<file path="src/rtl/parity_link_pkg.sv">
// Shared types and constants for the serial link that feeds the 8-bit parity checker.
// The frame is start + 8 data bits (LSB first) + parity + stop.
package parity_link_pkg;

    localparam int DATA_W     = 8;
    localparam int FRAME_BITS = 11;

    typedef enum logic [2:0] {
        IDLE,
        START,
        DATA,
        PARITY,
        STOP,
        WAIT_HIGH
    } rx_state_t;

endpackage

</file>
<file path="src/rtl/bit_sync2.sv">
// Two-flop synchronizer for one asynchronous level.
// Both flops reset high, so the serial line reads as idle straight out of reset.
module bit_sync2 (
    input  logic clk,
    input  logic rst_n,
    input  logic d,
    output logic q
);

    logic meta;

    // NOTE: sequential state uses non-blocking assignments so every flop samples the pre-edge value.
    always_ff @(posedge clk or negedge rst_n) begin
        if (!rst_n) begin
            meta <= 1'b1;
            q    <= 1'b1;
        end else begin
            meta <= d;
            q    <= meta;
        end
    end

endmodule

</file>
<file path="src/rtl/parity_frame_rx.sv">
// Oversampling serial deframer: start + 8 data bits + parity + stop.
// Delivers the byte and the raw parity bit to the downstream parity checker.
module parity_frame_rx #(
    parameter int CLKS_PER_BIT = 16,
    parameter int DATA_W       = parity_link_pkg::DATA_W
) (
    input  logic              clk,
    input  logic              rst_n,
    input  logic              rx_in,
    output logic [DATA_W-1:0] data_out,
    output logic              parity_out,
    output logic              data_valid,
    output logic              frame_err,
    output logic              busy
);

    import parity_link_pkg::*;

    localparam int             CNT_W    = $clog2(CLKS_PER_BIT);
    localparam logic [CNT_W-1:0] CNT_MID  = CNT_W'(CLKS_PER_BIT / 2 - 1);
    localparam logic [CNT_W-1:0] CNT_LAST = CNT_W'(CLKS_PER_BIT - 1);

    logic              rx_s;
    rx_state_t         state;
    rx_state_t         state_nxt;
    logic [CNT_W-1:0]  cnt;
    logic [2:0]        bit_idx;
    logic [DATA_W-1:0] shift;
    logic              parity_bit;

    logic cnt_clr;
    logic sample_data;
    logic sample_par;
    logic frame_done;

    bit_sync2 u_sync (
        .clk   (clk),
        .rst_n (rst_n),
        .d     (rx_in),
        .q     (rx_s)
    );

    always_ff @(posedge clk or negedge rst_n) begin
        if (!rst_n) begin
            state <= IDLE;
        end else begin
            state <= state_nxt;
        end
    end

    // NOTE: every combinational output gets a default first, so no path can infer a latch.
    always_comb begin
        state_nxt   = state;
        cnt_clr     = 1'b0;
        sample_data = 1'b0;
        sample_par  = 1'b0;
        frame_done  = 1'b0;

        unique case (state)
            IDLE: begin
                cnt_clr = 1'b1;
                if (!rx_s) begin
                    state_nxt = START;
                end
            end

            // A start bit that is high again at mid-bit was a glitch.
            START: begin
                if (cnt == CNT_MID) begin
                    cnt_clr   = 1'b1;
                    state_nxt = rx_s ? IDLE : DATA;
                end
            end

            DATA: begin
                if (cnt == CNT_LAST) begin
                    cnt_clr     = 1'b1;
                    sample_data = 1'b1;
                    if (bit_idx == 3'd7) begin
                        state_nxt = PARITY;
                    end
                end
            end

            PARITY: begin
                if (cnt == CNT_LAST) begin
                    cnt_clr    = 1'b1;
                    sample_par = 1'b1;
                    state_nxt  = STOP;
                end
            end

            STOP: begin
                if (cnt == CNT_LAST) begin
                    cnt_clr    = 1'b1;
                    frame_done = 1'b1;
                    state_nxt  = rx_s ? IDLE : WAIT_HIGH;
                end
            end

            // A line held low after a bad stop bit must not start another frame.
            WAIT_HIGH: begin
                cnt_clr = 1'b1;
                if (rx_s) begin
                    state_nxt = IDLE;
                end
            end

            default: begin
                cnt_clr   = 1'b1;
                state_nxt = IDLE;
            end
        endcase
    end

    always_ff @(posedge clk or negedge rst_n) begin
        if (!rst_n) begin
            cnt <= '0;
        end else if (cnt_clr) begin
            cnt <= '0;
        end else begin
            cnt <= cnt + CNT_W'(1);
        end
    end

    always_ff @(posedge clk or negedge rst_n) begin
        if (!rst_n) begin
            bit_idx <= 3'd0;
        end else if (state != DATA) begin
            bit_idx <= 3'd0;
        end else if (sample_data) begin
            bit_idx <= bit_idx + 3'd1;
        end
    end

    // NOTE: the shift register is reset along with the control state so a
    // partial frame can never leak stale bits into data_out.
    always_ff @(posedge clk or negedge rst_n) begin
        if (!rst_n) begin
            shift      <= '0;
            parity_bit <= 1'b0;
        end else begin
            if (sample_data) begin
                shift[bit_idx] <= rx_s;
            end
            if (sample_par) begin
                parity_bit <= rx_s;
            end
        end
    end

    // Outputs change only when a frame completes and hold until the next one.
    always_ff @(posedge clk or negedge rst_n) begin
        if (!rst_n) begin
            data_out   <= '0;
            parity_out <= 1'b0;
            data_valid <= 1'b0;
            frame_err  <= 1'b0;
        end else begin
            data_valid <= frame_done;
            if (frame_done) begin
                data_out   <= shift;
                parity_out <= parity_bit;
                frame_err  <= ~rx_s;
            end
        end
    end

    assign busy = (state != IDLE);

endmodule

</file>
<file path="config.mk">
export PLATFORM = sky130hd
export DESIGN_NAME = parity_frame_rx
export DESIGN_NICKNAME = d
export VERILOG_FILES = /design/src/rtl/parity_link_pkg.sv /design/src/rtl/bit_sync2.sv /design/src/rtl/parity_frame_rx.sv
export SDC_FILE = /design/constraint.sdc
export NUM_CORES = 1
export LEC_CHECK = 0
export ABC_AREA = 1
export CAP_MARGIN = 10
export CORE_MARGIN = 10
export CORE_UTILIZATION = 45
export CTS_CLUSTER_SIZE = 24
export DETAILED_ROUTE_END_ITERATION = 8
export GPL_TIMING_DRIVEN = 0
export PLACE_DENSITY_LB_ADDON = 0.15
export SYNTH_ARGS = -nofsm -noshare
export SYNTH_HDL_FRONTEND = slang
export SYNTH_HIERARCHICAL = 1
export SYNTH_SLANG_ARGS = --single-unit
</file>
<file path="constraint.sdc">
create_clock -name clk -period 1.6 [get_ports clk]
set_input_delay 0.24 -clock clk [delete_from_list [all_inputs] [get_ports clk]]
set_output_delay 0.24 -clock clk [all_outputs]
set_load 0.02 [all_outputs]
</file>
== Word level (Yosys, flattened, before mapping) ==
Cells that the tools add are included.

* Bits in registers: 32
* Input port bits: 3
* Output and inout port bits: 12
* Word-level logic and storage cells: 60

* $add $sub $neg: 2
* $lt $le $gt $ge: 2
* Eq/ne operators: 16
* Muxes and demuxes: 22
* Bitwise operators: 1
* Reduce and logical (&&, ||, !) cells: 6

{| class="wikitable"
|+ Operator list
! cell !! number
|-
| $mux W3 || 10
|-
| $pmux W3 S6 || 1
|-
| $ne A2 B2 Y1 const B || 6
|-
| $eq A3 B3 Y1 const B || 3
|-
| $bwmux W8 || 1
|-
| $reduce_and A7 Y1 || 1
|-
| $eq A3 B2 Y1 const B || 2
|-
| $mux W1 || 6
|-
| $add A4 B1 Y4 const B || 1
|-
| $eq A4 B3 Y1 const B || 1
|-
| $eq A4 B4 Y1 const B || 1
|-
| $lt A3 B4 Y1 const B || 1
|-
| $mux W4 || 1
|-
| $add A3 B1 Y3 const B || 1
|-
| $demux W1 S3 || 1
|-
| $eq A3 B1 Y1 const B || 1
|-
| $ge A3 B1 Y1 const B || 1
|-
| $logic_not A3 Y1 || 1
|-
| $ne A3 B2 Y1 const B || 1
|-
| $reduce_bool A3 Y1 || 1
|-
| $reduce_or A3 Y1 || 1
|-
| $mux W2 || 1
|-
| $ne A2 B1 Y1 const B || 1
|-
| $pmux W1 S2 || 1
|-
| other kinds (3) || 3
|}

== Depth between registers and ports, before layout ==
* Word-level depth: 5
* Mapped depth: 9

== Cells and area by module ==
Netlist, hierarchy kept.

{| class="wikitable"
|+ By module, submodules not included
! module !! times used !! cells an instance !! area each (um^2) !! sequential area each (um^2)
|-
| parity_frame_rx || 1 || 171 || 1488.9 || 750.7
|-
| bit_sync2 || 1 || 2 || 52.6 || 52.6
|}

== Least setup slack after synthesis ==
Ideal clock, no wire load.

* Kind: register to register
* From: register cnt[0]
* To: register data_out[0]
* Setup time: 0.120 ns
* Data arrival time: 1.123 ns
* Required time: 1.480 ns
* Slack: 0.357 ns
* Cell stages (with the launch flop): 8
* Clock period less this slack: 1.243 ns
* Path through: dfrtp_1 ha_1 nand2_2 nor2_4 inv_2 buf_4 o21ai_1 nand2_1

* Word-level cells in the longest chain between the ends: 3

{| class="wikitable"
|+ Ends and longest elaborated chain
! item !! RTL line !! source
|-
| start, declared || parity_frame_rx.sv:26 || <nowiki>logic [CNT_W-1:0] cnt;</nowiki>
|-
| start signal, assigned || parity_frame_rx.sv:122 || <nowiki>cnt <= cnt + CNT_W'(1);</nowiki>
|-
| $eq A4 B4 Y1 || parity_frame_rx.sv:94 || <nowiki>if (cnt == CNT_LAST) begin</nowiki>
|-
| $mux W1 || parity_frame_rx.sv:94 ||
|-
| $mux W1 || parity_frame_rx.sv:59 || <nowiki>unique case (state)</nowiki>
|-
| end signal, assigned || parity_frame_rx.sv:162 || <nowiki>data_out <= shift;</nowiki>
|-
| end, declared || parity_frame_rx.sv:10 || <nowiki>output logic [DATA_W-1:0] data_out,</nowiki>
|}

No other way between the ends.
A chain may end at the register's enable or synchronous reset.

== Worst setup path after layout ==
* From: register data_out[4]
* To: output data_out[4]

No word-level cell between the ends.

==> load_flow_metrics.sql <==
INSERT INTO impl_metrics (metric_group, metric, value, unit) VALUES
('synth', 'synth.yosys.seq_area_share', '52.1', '%'),
('worst_setup_path', 'path_delay_family', 'buffers and inverters', ''),
('clock_network', 'cts_root_buffer', 'sky130_fd_sc_hd__clkbuf_4', ''),
('place', 'post-dp-hpwl', '2120', 'microns'),
('detailed_routing', 'route.detailed.vias_per_inst', '4.72', ''),
('timing', 'tightest_slew', '0.729', 'ns'),
('worst_setup_path', 'crit_path_top_delay_cell', 'sky130_fd_sc_hd__clkdlybuf4s50_1', ''),
('timing', 'setup_violations', '0', ''),
('layout', 'layout.area.seq', '803', 'sq um'),
('layout', 'flow.area_growth_from_synthesis', '21.3', '%'),
('place', 'finalWeightedCongestion', '0.769', ''),
('pwr', 'max_vdd_drop', '590', 'uV'),
('clock_network', 'htree_depth', '2', ''),
('detailed_routing', 'drtPass1Iterations', '4', ''),
('worst_setup_path', 'worstReg2RegStart', 'bit_idx[0]', ''),
('detailed_routing', 'average_wire_per_cell_in_the_routed_design', '11.3', 'microns'),
('floorplan', 'dieArea', '6170', 'sq um'),
('synth', 'syn_nets', '179', ''),
('pwr', 'clock_power_share', '29.6', '%'),
('detailed_routing', 'detail-route-antenna-nets', '0', ''),
('global_routing', 'grt_antenna_before_repair', '0', ''),
('global_routing', 'grt_start_max_net_pins', '20', ''),
('synth', 'yosysWarningCount', '6', ''),
('run_status', 'status', 'finished, final reports clean', ''),
('synth', 'yosysMostFrequentCell', 'sky130_fd_sc_hd__nand2_1', ''),
('worst_setup_path', 'critPathRequiredTime', '1.36', 'ns'),
('worst_setup_path', 'worstPathCellList', 'clkdlybuf4s50_1', ''),
('synth', 'synth.mux.area_fraction', '0', '%'),
('synth', 'synth_common_cells', '51 x sky130_fd_sc_hd__nand2_1, 30 x sky130_fd_sc_hd__dfrtp_1, 18 x sky130_fd_sc_hd__o21ai_1', ''),
('job', 'drv_cap', '0', ''),
('floorplan', 'ioPinCount', '15', ''),
('layout', 'finish.net_count', '201', ''),
('worst_setup_path', 'worst_setup_path_end_kind', 'output pin', ''),
('pwr', 'total_leakage_power', '1.01', 'nW'),
('timing', 'max_clock_freq', '653', 'MHz'),
('place', 'place_inst', '234', ''),
('worst_setup_path', 'worstPathArrival', '1.29', 'ns'),
('worst_setup_path', 'r2r_cells', '9', ''),
('min_path', 'worst_hold_path.num_cells', '1', ''),
('synth', 'synthesis.area_per_instance', '8.91', 'sq um'),
('synth', 'netlist.top_cell.by_area', 'sky130_fd_sc_hd__dfrtp_1', ''),
('timing', 'finalMaxSlewViolations', '0', ''),
('worst_setup_path', 'largest_fanout_on_the_critical_path', '2', ''),
('pwr', 'p_int', '0.00154', 'W'),
('worst_setup_path', 'worst-path-buf-inv', '1', ''),
('worst_setup_path', 'regToRegSetupSlack', '0.23', 'ns'),
('layout', 'fin_cells', '242', ''),
('timing', 'timing_hold_violations_final', '0', ''),
('min_path', 'timing.hold.worst.class', 'input port to register', ''),
('synth', 'largest_family_of_logic_cells_by_synthesized_area', 'simple AND/OR/NAND/NOR gates', ''),
('synth', 'post_synth_xor_area_fraction', '0.568', '%'),
('global_routing', 'groute.usage.overall', '10.7', '%'),
('clock_network', 'clock_path_buffers', '2', ''),
('timing', 'timing.setup.tns', '0', 'ns'),
('place', 'buffer_ports.inserted', '14', ''),
('pwr', 'total_switching_power', '0.000744', 'W'),
('layout', 'area_used_by_multi_input_combinational_logic', '619', 'sq um'),
('synth', 'synth_compound_area_share', '8.20', '%'),
('pwr', 'power_density', '1220', 'nW/um^2'),
('clock_network', 'cts.sinks', '32', ''),
('synth', 'synth_simple_gate_area_share', '29.0', '%'),
('timing', 'slew_headroom', '51.2', '%'),
('timing', 'skew', '0.00340', 'ns'),
('global_routing', 'via_count_of_the_first_global_routing_pass', '1168', ''),
('worst_setup_path', 'r2r_end', 'state[0]', ''),
('synth', 'synth_top_area_share', '48.7', '%'),
('layout', 'insertedDiodeCount', '0', ''),
('detailed_routing', 'routed_wl', '2730', 'microns'),
('synth', 'syn_inst_count', '173', ''),
('min_path', 'worstHoldEndpoint', 'u_sync/meta', ''),
('clock_network', 'insertion_delay', '0.33', 'ns');
metal layers:
metal	GRT usage, %	vias to the layer above	share of wire (%)
li1	-	600	-
met1	12.1	524	48
met4	4.84	0	1.9
met3	4.44	6	3.7
met5	0	-	0
met2	17.3	13	46
worst max-delay path by stage:
stage	startpoint	end	slack (ns)	cells after the start
global placement	rst_n	data_out[2]	-0.29	1
floorplan	cnt[0]	data_out[0]	0.36	7
global route	data_out[7]	data_out[7]	0.001	1
detailed placement	state[1]	busy	0.12	4
CTS	state[2]	busy	0.001	4
finish	data_out[4]	data_out[4]	0.07	1
power by group through the flow:
stage	logic (W)	clock network (W)	registers (W)
2_1_floorplan	0.000573	0	0.000917
3_3_place_gp	0.000700	0	0.000921
3_5_place_dp	0.000721	0	0.000923
4_1_cts	0.000720	0.000699	0.000909
5_1_grt	0.000805	0.000751	0.000915
6_report	0.000701	0.000677	0.000908
placed cells by master (no fill, tap or decap), types with 4 or more instances in the layout:
master	n
sky130_fd_sc_hd__clkbuf_4	5
sky130_fd_sc_hd__clkdlybuf4s50_1	8
sky130_fd_sc_hd__dfrtp_1	30
sky130_fd_sc_hd__dlymetal6s2s_1	5
sky130_fd_sc_hd__inv_1	9
sky130_fd_sc_hd__nand2_1	51
sky130_fd_sc_hd__nand2_2	4
sky130_fd_sc_hd__nand3_1	11
sky130_fd_sc_hd__nor2_1	10
sky130_fd_sc_hd__nor2_2	4
sky130_fd_sc_hd__nor2_4	5
sky130_fd_sc_hd__o21ai_1	18
flip-flops by register name (all words and copies together) (netlist names):
name         cells
parity_out       1
parity_bit       1
data_out         8
cnt              4
frame_err        1
state            3
bit_idx          3
shift            8
u_sync/q         1
u_sync/meta      1
data_valid       1
kinds of logic (layout without fill, tap and decap cells):
| logic type | Yosys count | count (layout) |
|---|---|---|
| compound gates | 24 | 24 |
| fa+ha+maj | 3 | 3 |
| buf+inv | 21 | 44 |
| flops | 32 | 32 |
| simple gates | 92 | 92 |
| xor+xnor | 1 | 1 |
metrics by stage:
step           setup WS (ns)  util (%)  area, sq um  hold WS [ns]
2_1_floorplan          0.357         -         1540       -0.0556
4_1_cts              0.00112      56.2         1860         0.299
3_3_place_gp          -0.290      52.5         1740         0.347
3_5_place_dp           0.123      53.4         1770         0.352
6_report              0.0697      56.5         1870         0.311
5_1_grt              0.00124      56.5         1870         0.303
what timing repair did:
item | in CTS | in global routing
gates resized for setup | 2 | 6
pin swaps | 0 | 0
setup endpoints to repair | 1 | 6
area by class of cell:
cell class,count,area share [%]
flip-flops and latches,32,43.0
multi-input cells,120,33.1
repair buffers,15,9.37
clock buffers,7,3.48
inverters,14,3.21
plain buffers,7,3.15
well taps,46,3.08
clock inverters,1,1.61
(Power assumes the default switching activity.)
==> patch (config.mk and constraints unchanged) <==
The parameter `CLKS_PER_BIT` goes from 16 to 8.
--- a/src/rtl/parity_frame_rx.sv
+++ b/src/rtl/parity_frame_rx.sv
@@ -2,5 +2,5 @@
 // Delivers the byte and the raw parity bit to the downstream parity checker.
 module parity_frame_rx #(
-    parameter int CLKS_PER_BIT = 16,
+    parameter int CLKS_PER_BIT = 8,
     parameter int DATA_W       = parity_link_pkg::DATA_W
 ) (
Check against the original RTL: not equivalent (Yosys sat finds a counterexample within 10 cycles, from zero or initial values and one cycle with rst_n low).
==> patch against the original RTL <==
Register-to-register slack worse by 40 ps; final cell count shrank 2.5%; cell area down 6.1%; sequential cell count shrank 1; sequential share of layout area grew 1.6 points; synthesized area is 6.0% lower; critical path depth stayed put; total power shrank 17%; global-route usage is 1.1 points lower; routed wire length down 5.5%; core utilization rose by 0.57 points; setup slack got worse by 4.0 ps; die area fell by 4.5%; clock power fell by 34%.
==> patch: results (changes against the original RTL) <==
| Metric | Value |
|---|---|
| Sequential element share of the synthesized area | `53.7% (+1.6 points)` |
| Tightest Hold Check Type | `input pin to asynchronous set/reset pin` |
| Largest net degree at the start of global routing | `21 (+5.0%)` |
| DR vias/cell | `4.66 (-1.4%)` |
| Synth Warn # | `6 (unchanged)` |
| GP Congestion | `0.860 (+12%)` |
| GRT Overall Usage | `9.60% (-1.1 points)` |
| Synth area leaders | `dfrtp_1 50%, nand2_1 18%, nand3_1 5.5%` |
| Largest registers | `data_out: 8 flops, shift: 8 flops` |
| First-pass GRT wire length | `4750 um (-9.9%)` |
| Crit path arrival time | `1290 ps (about the same)` |
| Top post-synthesis cells by count | `70 x nand2_1, 29 x dfrtp_1, 16 x nand3_1` |
| Post-route DRC | `0 (unchanged)` |
| P_leak | `0.951 nW (-5.5%)` |
| Post-synth net total | `177 (-1.1%)` |
| Critical path peak fanout | `2 (unchanged)` |
| Crit path max-delay family | `buffers and inverters` |
| Routed wire length | `2580 um (-5.5%)` |
| Peak VDD IR | `0.000511 V (-13%)` |
| Hold Slack | `294 ps (-16.8 ps)` |
| Worst Clk Skew | `4.24 ps (+0.840 ps)` |
| Reg-to-reg slack, setup | `190 ps (-40 ps)` |
| Num CTS Buffers | `5 (unchanged)` |
| Fill cells | `305 (-2.9%)` |
| DP Area | `1670 sq um (-5.4%)` |
| Synth unique cells | `19 (-27%)` |
| Reg2reg end | `state[2]` |
| Outcome | `completed` |
| Vias in the first global route | `1111 (-4.9%)` |
| Ratio of cells with drive above 1 in the final layout | `16.7% (-4.3 points)` |
| Initial DRC count | `74 (+85%)` |
| Worst-Margin Slew | `617 ps (-112 ps)` |
| CTS Buffer Depth | `2 (unchanged)` |
| Async S/R FF share, synth | `100% (unchanged)` |
| Post-DP HPWL | `1970 um (-6.7%)` |
-- patch: layer usage --
metal  GRT usage, %  part of all wire, %
met1           11.6                   50
met2           13.7                   41
met3           3.96                  5.9
met4           5.95                  2.7
met5              0                    0
-- patch: repair_timing --
item,in CTS,in global routing
gates resized for setup,5,3
setup buffers,1,1
endpoints found under the setup margin,1,6
-- patch: layout make-up --
cell class | count | share of cell area (%)
plain buffers | 2 | 0.713
clock inverters | 1 | 0.285
repair buffers | 17 | 10.5
inverters | 14 | 2.99
clock buffers | 6 | 2.92
well taps | 44 | 3.14
multi-input cells | 121 | 34.9
flip-flops and latches | 31 | 44.5
-- patch: through the flow --
stage | setup WS [ps] | setup TNS (ps) | std cells | utilization, %
after global placement | -232 | -6680 | 226 | 53.4
final | 65.8 | 0 | 236 | 57.0
after detailed placement | 84.5 | 0 | 227 | 54.3
after global routing | 0.857 | 0 | 236 | 57.0
after floorplan | 301 | 0 | 168 | -
after CTS | 28.3 | 0 | 235 | 56.6
-- patch: cell families after synthesis --
family	Yosys count	share of synthesized area, %
and+or+nand+nor	106	33.0
adders and majority gates	6	5.18
AOI/OAI and AO/OA	9	3.63
buffers and inverters	16	4.49
DFF	31	53.7
-- patch: worst max-delay path by stage --
stage / startpoint / to / cells after the start
floorplan: bit_idx[0] / state[0] / 8
global placement: rst_n / shift[2] / 1
detailed placement: cnt[0] / cnt[1] / 5
CTS: state[1] / busy / 3
global route: state[1] / busy / 3
finish: frame_err / frame_err / 1
-- patch: report_power, final --
part | total [mW] | internal, mW | switching [mW] | leakage [nW]
clock | 0.449 | 0.203 | 0.246 | 0.0341
sequential | 0.909 | 0.851 | 0.0576 | 0.417
combinational | 0.535 | 0.200 | 0.335 | 0.500
total | 1.89 | 1.25 | 0.639 | 0.951
